`config.mk`:
```
export PLATFORM = sky130hd
export DESIGN_NAME = bfn_predict_engine
export DESIGN_NICKNAME = d
export VERILOG_FILES = /design/src/rtl/bfn_predict_engine.sv
export SDC_FILE = /design/constraint.sdc
export NUM_CORES = 1
export LEC_CHECK = 0
export CAP_MARGIN = 20
export CORE_ASPECT_RATIO = 0.7
export CORE_UTILIZATION = 50
export DETAILED_ROUTE_END_ITERATION = 8
export PLACE_DENSITY = 0.93
export SLEW_MARGIN = 20
export SYNTH_ARGS = -nofsm -noshare
export SYNTH_HDL_FRONTEND = slang
export SYNTH_SLANG_ARGS = --single-unit
```
`constraint.sdc`:
```
create_clock -name clk -period 9.03 [get_ports clk]
set_input_delay 0.903 -clock clk [delete_from_list [all_inputs] [get_ports clk]]
set_output_delay 0.903 -clock clk [all_outputs]
set_load 0.02 [all_outputs]
```
`src/rtl/bfn_predict_engine.sv`:
```
// Perceptron-style branch direction predictor: folds NUM_W signed 3-bit weights
// against a snapshot of global history, W_PER_CYC terms per cycle.
module bfn_predict_engine #(
  parameter int NUM_W     = 16,
  parameter int W_PER_CYC = 4,
  parameter int THETA     = 8
) (
  input  logic                 clk,
  input  logic                 rst_n,
  input  logic                 req_valid,
  output logic                 req_ready,
  input  logic [31:0]          req_pc,
  input  logic [1:0]           req_status,
  input  logic [1:0]           req_bias,
  input  logic [3*NUM_W-1:0]   req_weight,
  output logic                 resp_valid,
  input  logic                 resp_ready,
  output logic                 resp_taken,
  output logic [7:0]           resp_sum,
  output logic                 resp_confident,
  output logic [31:0]          resp_pc,
  input  logic                 hist_valid,
  input  logic                 hist_dir,
  input  logic                 hist_restore,
  input  logic [NUM_W-1:0]     hist_restore_val,
  input  logic                 flush,
  output logic [NUM_W-1:0]     ghr,
  output logic [1:0]           dbg_state
);

  localparam int NUM_BEATS = NUM_W / W_PER_CYC;
  localparam int BW        = (NUM_BEATS > 1) ? $clog2(NUM_BEATS) : 1;
  localparam logic signed [8:0] THETA_S = 9'(THETA);

  typedef enum logic [1:0] {
    S_IDLE = 2'd0,
    S_ACC  = 2'd1,
    S_DONE = 2'd2
  } state_e;

  // Handshakes: a transfer happens on a rising edge where valid and ready are
  // both high; valid never depends on ready, and flush overrides any transfer.
  state_e               state_q, state_d;
  logic [BW-1:0]        beat_q;
  logic signed [7:0]    sum_q;
  logic                 taken_q, conf_q;
  logic [31:0]          pc_q;
  logic [3*NUM_W-1:0]   weights_q;
  logic [NUM_W-1:0]     snap_q;
  logic [NUM_W-1:0]     ghr_q;

  logic                 accept;
  logic                 last_beat;
  logic signed [7:0]    acc_sum;
  logic                 acc_conf;
  logic signed [8:0]    acc_s9;
  logic [2:0]           w_v;
  logic signed [3:0]    term_v;
  logic signed [7:0]    bias_ext;

  assign accept    = req_valid & req_ready;
  assign last_beat = (beat_q == BW'(NUM_BEATS - 1));
  assign bias_ext  = {{6{req_bias[1]}}, req_bias};

  // Terms are widened to 4 bits before negation so that -(-4) stays +4.
  always_comb begin
    acc_sum = sum_q;
    w_v     = '0;
    term_v  = '0;
    for (int j = 0; j < W_PER_CYC; j++) begin
      w_v     = weights_q[3*(int'(beat_q)*W_PER_CYC + j) +: 3];
      term_v  = snap_q[int'(beat_q)*W_PER_CYC + j] ? $signed({w_v[2], w_v})
                                                   : -$signed({w_v[2], w_v});
      acc_sum = acc_sum + {{4{term_v[3]}}, term_v};
    end
    acc_s9   = {acc_sum[7], acc_sum};
    acc_conf = (acc_s9 > THETA_S) || (acc_s9 < -THETA_S);
  end

  always_ff @(posedge clk or negedge rst_n) begin
    if (!rst_n) state_q <= S_IDLE;
    else        state_q <= state_d;
  end

  always_comb begin
    state_d = state_q;
    case (state_q)
      S_IDLE: if (accept) state_d = (req_status == 2'b11) ? S_ACC : S_DONE;
      S_ACC:  if (last_beat) state_d = S_DONE;
      S_DONE: if (resp_ready) state_d = S_IDLE;
      default: state_d = S_IDLE;
    endcase
    if (flush) state_d = S_IDLE;
  end

  always_comb begin
    req_ready  = (state_q == S_IDLE) && !flush;
    resp_valid = (state_q == S_DONE);
    dbg_state  = state_q;
  end

  always_ff @(posedge clk or negedge rst_n) begin
    if (!rst_n) begin
      beat_q    <= '0;
      sum_q     <= '0;
      taken_q   <= 1'b0;
      conf_q    <= 1'b0;
      pc_q      <= '0;
      weights_q <= '0;
      snap_q    <= '0;
    end else if (accept) begin
      pc_q      <= req_pc;
      weights_q <= req_weight;
      snap_q    <= ghr_q;
      beat_q    <= '0;
      if (req_status == 2'b11) begin
        sum_q <= bias_ext;
      end else begin
        sum_q   <= '0;
        taken_q <= (req_status == 2'b01);
        conf_q  <= (req_status != 2'b00);
      end
    end else if (state_q == S_ACC) begin
      sum_q  <= acc_sum;
      beat_q <= beat_q + BW'(1);
      if (last_beat) begin
        taken_q <= ~acc_sum[7];
        conf_q  <= acc_conf;
      end
    end
  end

  // History tracks fetch regardless of prediction state; repair beats speculation.
  always_ff @(posedge clk or negedge rst_n) begin
    if (!rst_n)            ghr_q <= '0;
    else if (hist_restore) ghr_q <= hist_restore_val;
    else if (hist_valid)   ghr_q <= {ghr_q[NUM_W-2:0], hist_dir};
  end

  assign resp_sum       = sum_q;
  assign resp_taken     = taken_q;
  assign resp_confident = conf_q;
  assign resp_pc        = pc_q;
  assign ghr            = ghr_q;

endmodule
```
==> flow_summary.toml <==
[grt]
overflow = 0
largest_net_degree_at_the_start_of_global_routing = 105
grt_usage_pct = 27.74
grt_pass1_wl_mm = 30.19
grt_pass1_vias = 5908
antenna_found_initial = 0

[setup_path]
number_of_buffers_and_inverters_on_the_critical_path = 2
critical-path-top-delay-family = "adder cells"
crit_path_top_delay_cell = "ha_1"
worst-endpoint-arrival_ns = 7.57
timing.critical_path.mode_cell = "fa_1"
crit_required_ns = 9.30
cp-start-kind = "flip-flop"
timing.critical_path.to_type = "flip-flop"
slowest_delay_ns = 1.04
worstPathCellList = "ha_1, mux4_2, mux2i_1, o21a_1, ha_1, nor2_1, a21oi_1, fa_1, inv_1, fa_1, fa_1, inv_1, ha_1, fa_1, a21oi_1, o211ai_1, a21oi_1, xnor3_1, xor2_1, xnor3_2, mux2i_1, a31oi_1"
criticalPathCategory = "flip-flop to flip-flop"
cp_max_fo = 24

[outcome]
result_of_the_run = "finished, final reports clean"

[synth]
dominantRegCellSynth = "dfrtp_1"
netlist_top_cells_area = "dfrtp_1 (45%), nand2_1 (17%), mux4_2 (8.1%)"
mappedNetlistArea_mm2 = 0.006968
synth_seq_area_share_pct = 45.25
synthDistinctLibCells = 49
synth.most_common_cell = "nand2_1"
area_share_of_the_largest_cell_type_after_synthesis_pct = 45.25
synthesis.area_per_instance_um2 = 9.442
synth_largest_area_cell = "dfrtp_1"
synth-edff-count = 0
synthesis.yosys.warnings = 0
synthesis.nets = 883
ys_async_sr_fraction_pct = 100.0
synth-seq-cells = 126
post_synth_inst_count = 738
synth_common_cells = "nand2_1 (318), dfrtp_1 (126), inv_1 (35)"

[clocking]
cts-root-to-sink-buffers = 2
holdBufCountCts = 0
clk_latency_ns = 0.42
htreeDepth = 4
cts_tree = "done"
clk_root_buffer_cell = "clkbuf_16"
cts-resized-gates = 0
cts_sinks = 126
cts_buffers = 17
clkTransAtPathRegs_ns = 0.06
postCtsSetupRepairBufs = 0

[final_layout]
layout-drive-gt1-share_pct = 8.075
nets = 1036
fin_util_pct = 69.91
antenna_cells_inserted = 0
area_growth_syn_to_layout_pct = 34.01

[timing]
slew_headroom_pct = 28.23
report.final.hold_viol_count = 0
finalClockSkew_ns = 0.01372
shortest_clock_period_the_worst_path_allows_after_layout_ns = 7.296
period_share_pct = 80.80
fmax_mhz = 137.1
finalSetupViolCount = 0
summed_negative_setup_slack_over_all_endpoints_ns = 0
rsz0062_at_grt = "no"
worst_hold_slack_ns = 0.4771
tightestPinTransition_ns = 1.077
slew_viol_final = 0

[detailed_routing]
detail_route.vias_per_cell = 5.370
remaining_drc_errors = 0
iteration_count_of_the_initial_detailed_routing_pass = 6
drt_wl_total_mm = 18.42
dr_total_vias = 5848
antenna_violating_nets_post_route = 0
avgRoutedWirePerCell_um = 16.91
drt_first_iter_violations = 531

[placed_design]
hpwl_detailed_mm = 12.99
portBuffers = 169
gp_routability_congestion = 0.9645

[job]
max_cap_violations = 0

[die]
pin_count = 170
start_util_pct = 52.17
row_count = 35
fp.dieW_um = 143.1
die_area_mm2 = 0.01442
floorplan_core_area_mm2 = 0.01336
die_height_um = 100.8

[worst_hold_path]
hold_class = "flip-flop to flip-flop"
[registers in the layout (all words and copies together), names as in the netlist]
signal	flops
ghr	16
resp_sum	8
beat_q	2
snap_q	16
dbg_state	2
resp_pc	32
resp_confident	1
weights_q	48
resp_taken	1
[cell type report]
type                    count  area (um2)
clock buffers              18       439.2
clock inverters            14       145.1
fillers                   959        4019
inverters                  35       131.4
multi-input cells         539        3526
flip-flops and latches    126        3153
well taps                 185       231.5
repair buffers            172        1712
[worst min-delay path: cells and delay by family (launching register included)]
kind	cells	cell delay, ns
flops	1	0.34
simple gates	2	0.11
[per-layer routing]
layer	up-vias	wire length (um)	part of all wire, %	GRT usage [%]
met4	0	258	1.4	7.940
li1	2707	-	-	-
met5	-	0	0	0
met3	39	1881	10	10.31
met2	287	8687	47	43.60
met1	2815	7592	41	36.14
[cells by family after synthesis]
family,Yosys count,share of synthesized area [%]
adder cells (fa/ha/maj),37,8.799
XOR/XNOR,15,2.298
AND/OR/NAND/NOR,369,20.83
AO/OA/AOI/OAI,63,5.836
multiplexers,55,12.70
flip-flops,126,45.25
buffers and inverters,73,4.292
[path summary, 6_finish.rpt]
kind / to / slack, ns / from / cells past startpoint
worst max-delay path: resp_confident / 1.73 / beat_q[1] / 22
worst min-delay path: snap_q[15] / 0.48 / snap_q[15] / 2
worst max register to register: resp_confident / 1.73 / beat_q[1] / 22
worst min register to register: snap_q[15] / 0.48 / snap_q[15] / 2
max in group asynchronous: snap_q[1] / 7.10 / rst_n / 2
min in group asynchronous: weights_q[22] / 0.51 / rst_n / 1
[cell usage in the layout, fill, tap and decap left out, drive strengths merged, types with 6 or more instances in the layout]
master and count:
ha 17, mux2i 25, clkbuf 18, a21oi 19, nand2 318, fa 20
dfrtp 126, clkdlybuf4s50 168, mux4 26, nand3 6, inv 44, xnor2 8
o21ai 22, nor2 23
[per-stage QoR]
step	setup WS [ns]	cells	area (um2)
after floorplan	2.424	738	6968
after CTS	1.832	1089	9338
final	1.734	1089	9338
after global routing	1.461	1089	9338
after global placement	2.251	1057	8753
after detailed placement	1.924	1057	8753
Power is left out: the tool's default activity adds up to more than one toggle a clock period on the data nets, which glitch-free logic cannot reach.
